File: config.mk
export PLATFORM = sky130hd
export DESIGN_NAME = ram_bist_ctrl_flat
export DESIGN_NICKNAME = d
export VERILOG_FILES = /design/src/rtl/ram_bist_ctrl_if.sv /design/src/rtl/ram_bist_ctrl.sv /design/src/flat_wrapper.sv
export SDC_FILE = /design/constraint.sdc
export NUM_CORES = 1
export LEC_CHECK = 0
export ABC_AREA = 1
export CAP_MARGIN = 30
export CORE_ASPECT_RATIO = 0.5
export CORE_MARGIN = 2
export CORE_UTILIZATION = 45
export CTS_CLUSTER_DIAMETER = 80
export CTS_CLUSTER_SIZE = 40
export DETAILED_ROUTE_END_ITERATION = 6
export GPL_ROUTABILITY_DRIVEN = 0
export PLACE_DENSITY = 0.74
export SETUP_SLACK_MARGIN = 0.1
export SLEW_MARGIN = 20
export SYNTH_ARGS = -nofsm -noshare
export SYNTH_HDL_FRONTEND = slang
export SYNTH_SLANG_ARGS = --single-unit
File: constraint.sdc
create_clock -name clk -period 2.3 [get_ports clk]
set_input_delay 0.69 -clock clk [delete_from_list [all_inputs] [get_ports clk]]
set_output_delay 0.69 -clock clk [all_outputs]
set_load 0.01 [all_outputs]
File: src/rtl/ram_bist_ctrl_if.sv
// rtl/ram_bist_ctrl_if.sv - single-port RAM access bus between BIST controller and RAM
interface ram_bist_ctrl_if #(
    parameter int ADDR_WIDTH = 4,
    parameter int DATA_WIDTH = 8
);
    logic                  wr_enb;
    logic                  rd_enb;
    logic [ADDR_WIDTH-1:0] addr;
    logic [DATA_WIDTH-1:0] data_in;
    logic [DATA_WIDTH-1:0] data_out;

    modport master (
        output wr_enb,
        output rd_enb,
        output addr,
        output data_in,
        input  data_out
    );

    modport slave (
        input  wr_enb,
        input  rd_enb,
        input  addr,
        input  data_in,
        output data_out
    );
endinterface

File: src/rtl/ram_bist_ctrl.sv
// rtl/ram_bist_ctrl.sv - March C- built-in self-test controller for a single-port RAM
module ram_bist_ctrl #(
    parameter int ADDR_WIDTH = 4,
    parameter int DATA_WIDTH = 8,
    parameter int ERR_WIDTH  = 8
) (
    input  logic                  clk,
    input  logic                  rst,
    input  logic                  start,
    ram_bist_ctrl_if.master       ram,
    output logic                  busy,
    output logic                  done,
    output logic                  pass,
    output logic [ADDR_WIDTH-1:0] fail_addr,
    output logic [ERR_WIDTH-1:0]  err_count
);

    typedef enum logic [2:0] {
        S_IDLE,
        S_WR,
        S_RD,
        S_CMP,
        S_DONE
    } state_t;

    localparam logic [2:0] LAST_ELEM = 3'd5;

    state_t                state, state_nxt;
    logic [2:0]            elem, elem_nxt;
    logic [ADDR_WIDTH-1:0] addr_q, addr_nxt;
    logic [DATA_WIDTH-1:0] data_q, data_nxt;
    logic [ERR_WIDTH-1:0]  err_nxt;
    logic [ADDR_WIDTH-1:0] fail_nxt;
    logic                  pass_nxt;

    logic                  desc;
    logic                  last_addr;
    logic [2:0]            elem_inc;
    logic                  desc_inc;
    logic [DATA_WIDTH-1:0] exp_pat;
    logic [DATA_WIDTH-1:0] wr_pat_inc;
    logic                  mismatch;
    logic                  advance;

    // Elements 3 and 4 walk downwards; odd elements read P0 and write P1.
    assign desc       = (elem == 3'd3) || (elem == 3'd4);
    assign last_addr  = desc ? (addr_q == '0) : (addr_q == {ADDR_WIDTH{1'b1}});
    assign elem_inc   = elem + 3'd1;
    assign desc_inc   = (elem_inc == 3'd3) || (elem_inc == 3'd4);
    assign exp_pat    = elem[0] ? {DATA_WIDTH{1'b0}} : {DATA_WIDTH{1'b1}};
    assign wr_pat_inc = elem_inc[0] ? {DATA_WIDTH{1'b1}} : {DATA_WIDTH{1'b0}};
    assign mismatch   = (state == S_CMP) && (ram.data_out != exp_pat);

    always_ff @(posedge clk or negedge rst) begin
        if (!rst) begin
            state     <= S_IDLE;
            elem      <= '0;
            addr_q    <= '0;
            data_q    <= '0;
            err_count <= '0;
            fail_addr <= '0;
            pass      <= 1'b0;
        end else begin
            state     <= state_nxt;
            elem      <= elem_nxt;
            addr_q    <= addr_nxt;
            data_q    <= data_nxt;
            err_count <= err_nxt;
            fail_addr <= fail_nxt;
            pass      <= pass_nxt;
        end
    end

    always_comb begin
        state_nxt = state;
        elem_nxt  = elem;
        addr_nxt  = addr_q;
        data_nxt  = data_q;
        err_nxt   = err_count;
        fail_nxt  = fail_addr;
        pass_nxt  = pass;
        advance   = 1'b0;

        case (state)
            S_IDLE: begin
                if (start) begin
                    state_nxt = S_WR;
                    elem_nxt  = '0;
                    addr_nxt  = '0;
                    data_nxt  = '0;
                    err_nxt   = '0;
                    fail_nxt  = '0;
                    pass_nxt  = 1'b0;
                end
            end
            S_WR: advance = 1'b1;
            S_RD: state_nxt = S_CMP;
            S_CMP: begin
                // An empty counter means this is the first miscompare of the run.
                if (mismatch) begin
                    if (err_count == '0) begin
                        fail_nxt = addr_q;
                    end
                    if (!(&err_count)) begin
                        err_nxt = err_count + ERR_WIDTH'(1);
                    end
                end
                if (elem == LAST_ELEM) begin
                    advance = 1'b1;
                end else begin
                    state_nxt = S_WR;
                end
            end
            S_DONE: state_nxt = S_IDLE;
            default: state_nxt = S_IDLE;
        endcase

        if (advance) begin
            if (!last_addr) begin
                addr_nxt  = desc ? (addr_q - ADDR_WIDTH'(1)) : (addr_q + ADDR_WIDTH'(1));
                state_nxt = (elem == 3'd0) ? S_WR : S_RD;
            end else if (elem == LAST_ELEM) begin
                state_nxt = S_DONE;
                pass_nxt  = (err_nxt == '0);
            end else begin
                elem_nxt  = elem_inc;
                addr_nxt  = desc_inc ? {ADDR_WIDTH{1'b1}} : {ADDR_WIDTH{1'b0}};
                data_nxt  = wr_pat_inc;
                state_nxt = S_RD;
            end
        end
    end

    assign ram.wr_enb  = (state == S_WR);
    assign ram.rd_enb  = (state == S_RD);
    assign ram.addr    = addr_q;
    assign ram.data_in = data_q;
    assign busy        = (state == S_WR) || (state == S_RD) || (state == S_CMP);
    assign done        = (state == S_DONE);

endmodule

File: src/flat_wrapper.sv
// flat-port wrapper written by rule: the top's interface ports become plain ports
module ram_bist_ctrl_flat 
#(
    parameter int ADDR_WIDTH = 4,
    parameter int DATA_WIDTH = 8,
    parameter int ERR_WIDTH  = 8
)
  (clk, rst, start, busy, done, pass, fail_addr, err_count, ram_wr_enb, ram_rd_enb, ram_addr, ram_data_in, ram_data_out);
  ram_bist_ctrl_if #(.ADDR_WIDTH(ADDR_WIDTH), .DATA_WIDTH(DATA_WIDTH)) ram_i ();
  input  logic clk;
  input  logic rst;
  input  logic start;
  output logic busy;
  output logic done;
  output logic pass;
  output logic [ADDR_WIDTH-1:0] fail_addr;
  output logic [ERR_WIDTH-1:0] err_count;
  output wire logic [$bits(ram_i.wr_enb)-1:0] ram_wr_enb;
  output wire logic [$bits(ram_i.rd_enb)-1:0] ram_rd_enb;
  output wire logic [$bits(ram_i.addr)-1:0] ram_addr;
  output wire logic [$bits(ram_i.data_in)-1:0] ram_data_in;
  input wire logic [$bits(ram_i.data_out)-1:0] ram_data_out;
  assign ram_wr_enb = ram_i.wr_enb;
  assign ram_rd_enb = ram_i.rd_enb;
  assign ram_addr = ram_i.addr;
  assign ram_data_in = ram_i.data_in;
  assign ram_i.data_out = ram_data_out;
  ram_bist_ctrl #(.ADDR_WIDTH(ADDR_WIDTH), .DATA_WIDTH(DATA_WIDTH), .ERR_WIDTH(ERR_WIDTH)) u_core (.clk(clk), .rst(rst), .start(start), .ram(ram_i), .busy(busy), .done(done), .pass(pass), .fail_addr(fail_addr), .err_count(err_count));
endmodule
==> results.md, run 1 <==
CTS:
- Clock-pin slew was measured on the worst setup and hold paths at roughly 60 ps.
- The TritonCTS clock tree is done.
- The number of sinks handled by clock tree synthesis is 31.
- The clock insertion delay at the later pin of the skew report is between 200 and 300 ps.
- The H-tree was split into 2 levels.
- Counting the buffers created by CTS gives 5.
- The longest clock path from root to sink contains 2 buffers.
- The cell sitting at the root of the clock tree is a clkbuf_8.

Timing:
- The max-slew violation count is 0.
- The sum of negative setup slack is 0 ps.
- The number of hold violations in the final report is 0.
- Setup repair after global routing left no endpoint under its margin.
- In this run the tightest slew margin relative to its limit is 0.726.
- The final worst-path cycle share is 0.930.
- The final number of setup-violating endpoints is 0.
- The maximum clock skew at final layout is 4.23 ps.
- The shortest clock period the worst path allows after layout is between 2000 and 2500 ps.
- At the pin with the least slew margin, the transition time is roughly 400 ps.
- Hold timing on the final database bottoms out at a slack of 491 ps.
- The maximum operating frequency is 467 MHz.

Worst setup path:
- The end of the worst register-to-register path is u_core.ram.addr[3]$_DFF_PN0_.
- The cell class contributing the biggest share of worst-path delay is buffers and inverters.
- The type of origin of the critical path is a register.
- The cell with the largest stage delay on the worst path is clkdlybuf4s50_1.
- The maximum fanout encountered on the critical timing path is 6.
- The worst endpoint data arrival time is 1450 ps.
- The worst setup slack for register-to-register paths is about 240 ps.
- For the worst flop-to-flop path, the logic depth is 11.
- The worst register-to-register path begins at u_core.elem[0]$_DFF_PN0_.
- The critical path is of the register to output port type.
- On the worst path, the slowest cell contributes a delay of 470 ps.
- The signal on the critical path passes through nor2_1 > nor2_1 > clkdlybuf4s50_1.
- The capturing element type of the critical path is an output port.
- Among the stages of the critical path, the cell type that occurs most often is nor2_1.
- The sum of buffers and inverters on the critical path is 1.
- The required time reported for the critical path endpoint is about 1600 ps.

GRT:
- The global-route total usage across every layer is 0.216.
- The via count of the first global-routing pass came to 1733.
- Entering global routing, the biggest net connects 32 pins.
- The first-pass GRT wire length is 7910 um.
- Summed over all layers, the global routing overflow is 0.
- The number of antenna violations at the first check in global routing was 0.

Min path:
- The worst hold path begins at u_core.fail_addr[0]$_DFFE_PN0P_.
- The worst hold path terminates at u_core.fail_addr[0]$_DFFE_PN0P_.
- The number of cells on the worst hold path is 2.
- The min-delay analysis places its worst path in the category register to register.

Drt:
- The mean number of vias per cell is between 5 and 6.
- The average wire per standard cell is 13.0 um.
- The total DRC errors in the routed layout is 0.
- The first-pass detailed-route iteration total is 4.
- The remaining antenna violation count after routing is 0.
- The number of vias after detailed routing is ~1800.
- The detailed router finished its first iteration with 74 violations.
- The final layout contains routed wiring with a total length of between 4000 and 5000 um.

Logic synthesis:
- The sequential fraction of the synthesis area is 0.409.
- The async set-reset flop share out of synthesis is 1.00.
- The post-synthesis cell area is around 1900 sq um.
- The number of warnings reported in the yosys synthesis log is 0.
- The largest family of logic cells by synthesized area is simple AND/OR/NAND/NOR gates.
- Synthesis produced a netlist with a net count of 279.
- The per-instance average area after synthesis is 7.33 sq um.
- Of the total synthesized cell area, the portion taken by XOR and XNOR cells is 0.0138.
- Of the total synthesized cell area, the portion taken by AND, OR, NAND and NOR gates is 0.301.
- The number of flops mapped to enable cells by yosys is 0.
- The count of mapped cells out of synthesis is 259.
- The portion of synthesized area spent on multiplexers is 0.
- Of the post-synthesis cell area, the dominant cell type holds 0.409.
- In the synthesized netlist, the cells that appear most often are 69 x nand2_1, 36 x inv_1, 31 x dfrtp_1.
- Of the total synthesized cell area, the portion taken by full adders, half adders and majority gates is 0.0633.
- The library cell with the highest instance count after synthesis is nand2_1.
- After synthesis, the netlist uses 32 different library cells.
- For this run, the leading register cell type out of synthesis is dfrtp_1.
- The count of state elements after synthesis is 31.
- Summed over all instances, the cell type with the most area after synthesis is dfrtp_1.
- After synthesis, the cell types taking the most area are dfrtp_1 41%, nand2_1 14%, inv_1 7.1%, ha_1 5.3%, nor2_1 4.9%.
- The share of the synthesized area in compound gates (AO/OA/AOI/OAI) is 0.124.

Placement:
- Summed over all nets, the half-perimeter wirelength after detailed placement is 3360 um.
- The number of placed instances with taps included is 352.
- The number of buffers added on ports is 39.

Floorplan:
- During I/O placement, the number of pins put on the boundary was 40.
- For this configuration, the core starts out at a cell density of 0.476.
- The standard cell core area is 3980 sq um.
- The die extent in x is 95.8 um.
- In this run the core area contains 16 standard-cell rows.
- The height of the die is roughly 50 um.
- The overall die area is roughly 4800 sq um.

Finish:
- Excluding fillers, the count of instances in the completed layout stands at 362.
- The final layout net count is 327.
- The area growth from synthesis to layout is 32.4%.
- Of the cells placed in the final design, the portion with a size suffix greater than 1 is 0.117.
- The count of inserted antenna diode cells is 0.

Status:
- The flow ran to the end, and the final reports show no timing, DRC or antenna violations.

Pwr:
- IR analysis of the VDD net gives a maximum drop of between 0.6 and 0.7 mV.
- Summing internal, switching and leakage power gives ~2.6 mW.
- The power density over cell area is 1050 nW/um^2.
- The leakage power is 1.28 nW.

Run:
- The max capacitance violation total is 0.
## layout by cell type (no fill, tap or decap), drive strengths merged, types with 2 or more instances in the layout
cell type | netlist | routed
nor2 | 27 | 27
ha | 8 | 8
nand3 | 19 | 19
buf | 2 | 5
o31ai | 6 | 6
clkbuf | 1 | 5
o211ai | 2 | 2
clkdlybuf4s50 | 0 | 32
inv | 40 | 40
dlymetal6s2s | 0 | 4
nand2 | 72 | 72
a21oi | 5 | 5
dfrtp | 31 | 31
dlygate4sd2 | 0 | 3
nand4 | 4 | 4
o22ai | 2 | 2
clkinv | 1 | 4
xor2 | 2 | 2
o21ai | 24 | 24
nor3 | 8 | 8
## logic make-up (layout without fill, tap and decap cells)
family,count (synthesis),count (layout)
adders and majority gates,9,9
xor gates and xnor gates,3,3
AOI/OAI and AO/OA,41,41
buffers and inverters,44,93
and+or+nand+nor,131,131
DFF,31,31
## stage by stage
stage | utilization | setup WS [ps] | cell area [sq um]
floorplan | - | 417 | 1900
global placement | 0.593 | -52.1 | 2360
finish | 0.631 | 161 | 2510
detailed placement | 0.593 | -102 | 2360
CTS | 0.615 | 129 | 2450
global route | 0.631 | 83.7 | 2510
## routing by layer
| metal | track usage | up-vias | wire length, um |
|---|---|---|---|
| li1 | - | 928 | - |
| met1 | 0.290 | 871 | 2200 |
| met2 | 0.350 | 39 | 2270 |
| met3 | 0.0474 | 4 | 202 |
| met4 | 0.0643 | 0 | 29 |
| met5 | 0 | - | 0 |
## worst min-delay path: cells and delay by family, from the launching register on
kind,cells,cell delay (ps)
flip-flops,1,350
AND/OR/NAND/NOR,1,60
AO/OA/AOI/OAI,1,50
## power by group
group | internal, mW | switching, mW | total (mW)
Clock | 0.207 | 0.203 | 0.410
Combinational | 0.610 | 0.718 | 1.33
Sequential | 0.725 | 0.184 | 0.909
Total | 1.54 | 1.10 | 2.65
## layout make-up
class / instances / area [sq um]
Fill cell: 352 / 1470
Multi-Input combinational cell: 184 / 995
Sequential cell: 31 / 779
Timing Repair Buffer: 44 / 434
Inverter: 41 / 154
Clock buffer: 5 / 68.8
Tap cell: 54 / 67.6
Clock inverter: 3 / 15.0
## worst max-delay path by stage
stage / start / to / slack, ps / depth (start not counted)
after CTS: u_core.state[1]$_DFFE_PN0P_ / busy / 130 / 3
after global placement: ram_data_out[6] / u_core.pass$_DFF_PN0_ / -50 / 11
after detailed placement: ram_data_out[2] / u_core.pass$_DFF_PN0_ / -100 / 11
final: u_core.state[1]$_DFFE_PN0P_ / busy / 160 / 3
after global routing: ram_data_out[0] / u_core.pass$_DFF_PN0_ / 80 / 13
after floorplan: u_core.elem[0]$_DFF_PN0_ / u_core.ram.addr[3]$_DFF_PN0_ / 420 / 11
## registers in the layout, indices dropped and copies added, names as in the netlist
name                cells
u_core.err_count        8
u_core.ram.data_in      8
u_core.fail_addr        4
u_core.ram.addr         4
u_core.elem             3
u_core.state            3
u_core.pass             1
## repair_timing
action,in CTS,in global routing
gates resized for setup,5,14
cloned,0,0
hold buffers,0,0
setup buffers,0,2
pin swaps,0,5
setup endpoints to repair,4,14
Power figures use the tool's default switching activity.
==> run 2: changes to the inputs <==
--- a/config.mk
+++ b/config.mk
@@ -14,6 +14,7 @@
 export CTS_CLUSTER_SIZE = 40
 export DETAILED_ROUTE_END_ITERATION = 6
 export GPL_ROUTABILITY_DRIVEN = 0
+export GPL_TIMING_DRIVEN = 0
 export PLACE_DENSITY = 0.74
 export SETUP_SLACK_MARGIN = 0.1
 export SLEW_MARGIN = 20
==> run 2 against run 1 <==
Net effect: first-iteration DRC count rose by 9.5%; largest cell class unchanged; critical path depth did not move; sequential share of layout area increased by 0.12 points; total power decreased by 0.16%; worst hold slack worse by 32 ps; setup slack lost 8.1 ps; largest power group unchanged.
==> results.md, run 2 (synthesis results as in run 1) <==
Placement:
- Input and output buffers added on the ports amount to 39.
- The estimated wirelength of the detail-placed design is between 3000 and 4000 um.
- Including well taps, the total number of placed cells is around 350.
- The setup slack at placement is -96.9 ps.

Finish:
- The repair_antennas step left the layout with diodes totalling 0.
- The count of non-filler cells in the finished layout is 364.
- The final layout net count is 329.
- The top cell types in the final layout, fill and taps aside, are 68 x nand2_1, 35 x inv_1, 35 x clkdlybuf4s50_1.
- The library cell used most frequently in the layout, excluding fill and tap cells, is nand2_1.
- Of the cells placed in the final design, the portion with a size suffix greater than 1 is 0.113.
- Relative to the synthesized area, the layout overhead comes to 31.9%.

Worst setup path:
- Together, buffers and inverters on the worst path number 1.
- The class of the most critical setup path is register to output port.
- For this design, the slowest cell found on the critical path is clkdlybuf4s50_1.
- The capturing element type of the critical path is an output port.
- The required time reported for the critical path endpoint is 1610 ps.
- The signal on the critical path passes through nor2_1 > nor2_1 > clkdlybuf4s50_1.
- STA puts the critical path data arrival time at around 1500 ps.
- Of all nets on the critical path, the largest fanout is 6.
- Among the stages of the critical path, the cell type that occurs most often is nor2_1.
- The critical path startpoint is u_core.state[1]$_DFFE_PN0P_.
- The worst setup path is launched from a register.
- The cell class contributing the biggest share of worst-path delay is buffers and inverters.
- The worst register-to-register path has a setup slack of 260 ps.
- The critical path crosses 3 cells after its start point.
- The launching point of the worst reg2reg path is u_core.elem[0]$_DFF_PN0_.
- For this run, the slowest stage of the critical path takes about 480 ps.
- Counting cells, the worst reg-to-reg path comes to 11.

Drt:
- For this block, the routed nets add up to 4510 um of wire.
- For this run, design rule violations remaining after detail routing come to 0.
- After the first detailed-routing iteration, the DRC count stood at 81.
- After detailed routing, the average wire length per cell comes to 12.4 um.
- The count of nets left with antenna violations once routing finished came out at 0.
- The first-pass detailed-route iteration total is 5.
- For this block, the via count after detailed routing is 1850.
- The mean number of vias per cell is 5.08.

Timing:
- The shortest clock period the worst path allows after layout is 2150 ps.
- The maximum operating frequency is 466 MHz.
- The max-slew violation count is 0.
- The slew at the pin closest to its max-slew limit is 702 ps.
- Measured against its own limit, the worst slew margin works out to 0.532.
- Setup violations remaining at the end of the flow were counted as 0.
- The final worst-path cycle share is 0.934.
- Setup total negative slack on the finished layout was measured at 0 ps.
- The worst path meets setup with between 150 and 200 ps of slack.
- The number of hold violations in the final report was 0.
- Setup repair after global routing could not meet its margin everywhere.
- For the final database, setup skew stands at ~5 ps.

Pwr:
- The worst-case IR drop observed on VDD is 0.558 mV.
- The leakage power is about 1.2 nW.
- The power density over cell area is 1060 nW/um^2.
- The total chip power is 2.64 mW.

Floorplan:
- From left edge to right edge, the die measures 95.8 um.
- The floorplan step defined a core boundary enclosing about 4000 sq um.
- Row generation in the floorplan step produced 16 rows.
- The die covers 4790 sq um.
- The initial core utilization is 0.476.
- The number of top-level design ports is 40.
- The height of the die is 49.9 um.

CTS:
- TritonCTS built the clock tree.
- After clock tree synthesis, the clock-pin slew on the worst setup and hold paths is 60 ps.
- The number of hold-repair buffers added at the cts stage is 0.
- The number of buffers created by CTS is 5.
- The H-tree was split into 2 levels.
- The number of sinks handled by clock tree synthesis is 31.
- The clock insertion delay at the later pin of the skew report is 280 ps.
- The root buffer cell chosen for the clock tree is clkbuf_8.
- The number of buffers on the longest clock path is 2.

GRT:
- The first-pass GRT wire length is 7730 um.
- Summed over all layers, the global routing overflow is 0.
- For this run, the total global-route usage over all layers was measured as 0.208.
- Entering global routing, the biggest net connects 32 pins.
- The number of antenna violations at the first check in global routing came to 0.
- The via count of the first global-routing pass is about 1700.

Status:
- The flow ran to the end, and the final reports show no timing, DRC or antenna violations.

Min path:
- The class of the worst hold path is input port to async pin.

Run:
- The max capacitance violation total is 0.
[run 2: changes by cell type in the layout (fill, tap and decap cells not counted), sizes merged]
cell	previous run	this run
dlygate4sd2	3	2
buf	5	7
clkdlybuf4s50	32	35
clkinv	4	2
clkbuf	5	8
dlymetal6s2s	4	1
[run 2: per-layer routing]
metal | GRT usage | vias up | routed length [um]
li1 | - | 934 | -
met5 | 0 | - | 0
met4 | 0.0571 | 0 | 38
met1 | 0.297 | 864 | 2180
met3 | 0.0459 | 4 | 229
met2 | 0.319 | 48 | 2060
[run 2: where the power goes]
part           total [mW]  internal (mW)  switching [mW]  leakage (nW)
Sequential          0.908          0.726           0.182         0.410
Clock               0.408          0.212           0.196        0.0422
Combinational        1.33          0.613           0.714         0.795
[run 2: layout make-up]
type,instances,area (sq um)
Sequential cell,31,779
Clock inverter,1,5.00
Inverter,41,154
Timing Repair Buffer,43,415
Buffer,3,16.3
Clock buffer,7,76.3
Fill cell,350,1480
Multi-Input combinational cell,184,990
Tap cell,54,67.6
[run 2: final timing paths]
| path | to |
|---|---|
| setup / recovery | busy |
| hold / removal | u_core.ram.addr[2]$_DFF_PN0_ |
| setup reg to reg | u_core.ram.addr[3]$_DFF_PN0_ |
| hold reg to reg | u_core.fail_addr[1]$_DFFE_PN0P_ |
| max in group asynchronous | u_core.elem[0]$_DFF_PN0_ |
| min in group clk | u_core.fail_addr[1]$_DFFE_PN0P_ |
[run 2: metrics by stage]
stage          hold WS (ps)   util  cell area (sq um)
2_1_floorplan           394      -               1900
3_3_place_gp            467  0.591               2360
3_5_place_dp            475  0.590               2350
4_1_cts                 479  0.610               2430
5_1_grt                 507  0.628               2500
6_report                459  0.628               2500
[run 2: what timing repair did]
action                                  4_1_cts  5_1_grt
pin swaps                                     0        4
resized for setup                             3       12
endpoints found under the setup margin        3       17
setup buffers                                 0        4
==> run 3: changes to the inputs <==
--- a/config.mk
+++ b/config.mk
@@ -15,6 +15,7 @@
 export DETAILED_ROUTE_END_ITERATION = 6
 export GPL_ROUTABILITY_DRIVEN = 0
 export GPL_TIMING_DRIVEN = 0
+export MAX_ROUTING_LAYER = met4
 export PLACE_DENSITY = 0.74
 export SETUP_SLACK_MARGIN = 0.1
 export SLEW_MARGIN = 20
==> run 3 against run 2 <==
Net effect: die area is the same; critical endpoint unchanged; critical path type unchanged; combinational power about the same; utilization did not move; sequential cell count unchanged; first-iteration DRC count down 7.4%; global-route usage increased by 0.59 points; critical path depth is the same; clock power barely moved; maximum frequency hardly changed; design area stayed put; final cell count did not move.
==> results.md, run 3 (synthesis results as in run 1) <==
Timing:
- Setup repair after global routing could not meet its margin everywhere.
- The max-slew violation count is 0.
- The final number of setup-violating endpoints is 0.
- The number of hold violations in the final report is 0.
- Counting I/O delays and the setup requirement, the final critical path takes between 2000 and 2500 ps.
- The maximum operating frequency is 466 MHz.
- Across the routed clock network, the largest skew measured is roughly 5.0 ps.
- Dividing the final minimum period by the clock period gives 0.934.
- Setup slack closes at 153 ps.
- The normalized max-slew margin is 0.532.
- The slew at the pin closest to its max-slew limit is 702 ps.
- The tightest hold margin is 459 ps.

GRT:
- The global-route total usage across every layer is 0.214.
- The remaining global-route overflow is 0.
- The via count of the first global-routing pass is 1714.
- Entering global routing, the biggest net connects 32 pins.
- The number of antenna violations at the first check in global routing is 0.
- The first global-routing pass estimated 7730 um of wire.

Worst setup path:
- The type of origin of the critical path is a register.
- For this design, the slowest cell found on the critical path is clkdlybuf4s50_1.
- The most numerous cell type found on the critical path is nor2_1.
- In this run the worst path has a maximum fanout of 6.
- The worst setup path is captured at an output port.
- In this design, the stage delay of the slowest critical-path cell is 480 ps.
- The depth of the most critical reg-to-reg path is 11.
- Walking the worst path, the cells encountered are nor2_1 > nor2_1 > clkdlybuf4s50_1.
- The worst endpoint data arrival time is 1460 ps.
- The number of buffers and inverters on the critical path is 1.
- The critical path is of the register to output port type.
- In this run the critical register-to-register path is launched from u_core.elem[0]$_DFF_PN0_.
- The required time reported for the critical path endpoint is 1610 ps.
- The endpoint identified for the worst register-to-register timing path is u_core.ram.addr[3]$_DFF_PN0_.
- The worst setup slack for register-to-register paths is 260 ps.
- In this design, the largest share of critical-path delay is due to buffers and inverters.
- The critical path runs through a total of 3 cells.

Floorplan:
- The initial core utilization is 0.476.
- The die is 49.9 um tall.
- The placement row count is 16.
- After floorplanning, the core was sized to cover roughly 4000 sq um.
- Measured along the x axis, the die boundary spans 95.8 um.
- Pin placement for this block handled 40 I/O pins.
- The overall die area is 4790 sq um.

CTS:
- Clock-pin slew was measured on the worst setup and hold paths at 60 ps.
- The H-tree generated during clock tree synthesis spans 2 levels.
- The number of hold-repair buffers added at the cts stage is 0.
- The number of buffers on the longest clock path is 2.
- The clock insertion delay at the later pin of the skew report is 280 ps.
- The number of buffers created by CTS is 5.
- The root buffer cell chosen for the clock tree is clkbuf_8.
- CTS saw 31 sinks.
- TritonCTS built the clock tree.

Run:
- The max capacitance violation total is 0.

Placement:
- The number of buffers added on ports is 39.
- The setup slack at placement is -96.9 ps.
- The estimated wirelength of the detail-placed design is approximately 3300 um.

Finish:
- Compared with the post-synthesis result, the final layout area differs by 31.9%.
- The post-route core utilization is 0.628.
- The commonest non-fill, non-tap cell in the layout is nand2_1.
- The top cell types in the final layout, fill and taps aside, are 68 x nand2_1, 35 x inv_1, 35 x clkdlybuf4s50_1.
- The layout has 350 filler cells.
- Summing all flip-flop and latch instances after layout gives a little under 800 sq um.
- The count of inserted antenna diode cells is 0.
- The fraction of final layout cells with drive strength greater than 1 is 0.113.
- The final layout net count is around 330.
- The area of the multi-input gates is 990 sq um.

Pwr:
- The peak supply drop is 0.558 mV.
- The power density over cell area is 1060 nW/um^2.
- For this design the static power due to leakage is about 1.2 nW.

Drt:
- In this run the remaining antenna-violating nets after routing total 0.
- The first detailed-routing pass ran for 5 iterations.
- The mean number of vias per cell is between 5 and 6.
- The routed layout has 1850 vias.
- The starting DRC count in detailed routing is 75.
- The detailed-route wire length is around 4500 um.
- The average wire per standard cell is about 12 um.
- For this run, design rule violations remaining after detail routing come to 0.

Min path:
- The class of the worst hold path is input port to async pin.

Status:
- The run finished with clean final reports.
[run 3: repair_timing]
item                                   in CTS  in global routing
setup buffers                               0                  4
pin swaps                                   0                  4
gates cloned                                0                  0
endpoints found under the hold margin       0                  0
resized for setup                           3                 12
setup endpoints to repair                   3                 17
[run 3: metal layers]
metal,track usage,wire length (um),up-vias,part of all wire
met2,0.319,2060,48,0.46
li1,-,-,934,-
met1,0.297,2180,864,0.48
met3,0.0459,228,4,0.051
met5,-,0,-,0
met4,0.0571,38,0,0.0084
[run 3: worst max-delay path by stage]
stage	to	slack, ps	from
global placement	u_core.pass$_DFF_PN0_	-60	ram_data_out[2]
CTS	ram_wr_enb	80	u_core.state[1]$_DFFE_PN0P_
global route	u_core.ram.addr[3]$_DFF_PN0_	90	u_core.elem[1]$_DFF_PN0_
finish	busy	150	u_core.state[1]$_DFFE_PN0P_
detailed placement	u_core.pass$_DFF_PN0_	-100	ram_data_out[3]
floorplan	u_core.ram.addr[3]$_DFF_PN0_	420	u_core.elem[0]$_DFF_PN0_
[run 3: through the flow]
step,std cells,setup TNS [ps],power [mW],instance area (sq um)
floorplan,259,0,1.64,1900
global placement,352,-1120,2.16,2360
detailed placement,352,-96.9,2.19,2350
CTS,360,0,2.61,2430
global route,364,0,2.88,2500
finish,364,0,2.64,2500
[run 3: cell type report]
class | instances | area share
Sequential cell | 31 | 0.311
Clock inverter | 1 | 0.00200
Timing Repair Buffer | 43 | 0.166
Inverter | 41 | 0.0615
Tap cell | 54 | 0.0270
Clock buffer | 7 | 0.0305
Buffer | 3 | 0.00650
Multi-Input combinational cell | 184 | 0.395
[run 3: power breakdown]
part | switching, mW | leakage (nW) | total, mW | internal, mW
clock | 0.196 | 0.0422 | 0.408 | 0.212
combinational | 0.714 | 0.795 | 1.33 | 0.613
sequential | 0.182 | 0.410 | 0.908 | 0.726
total | 1.09 | 1.25 | 2.64 | 1.55
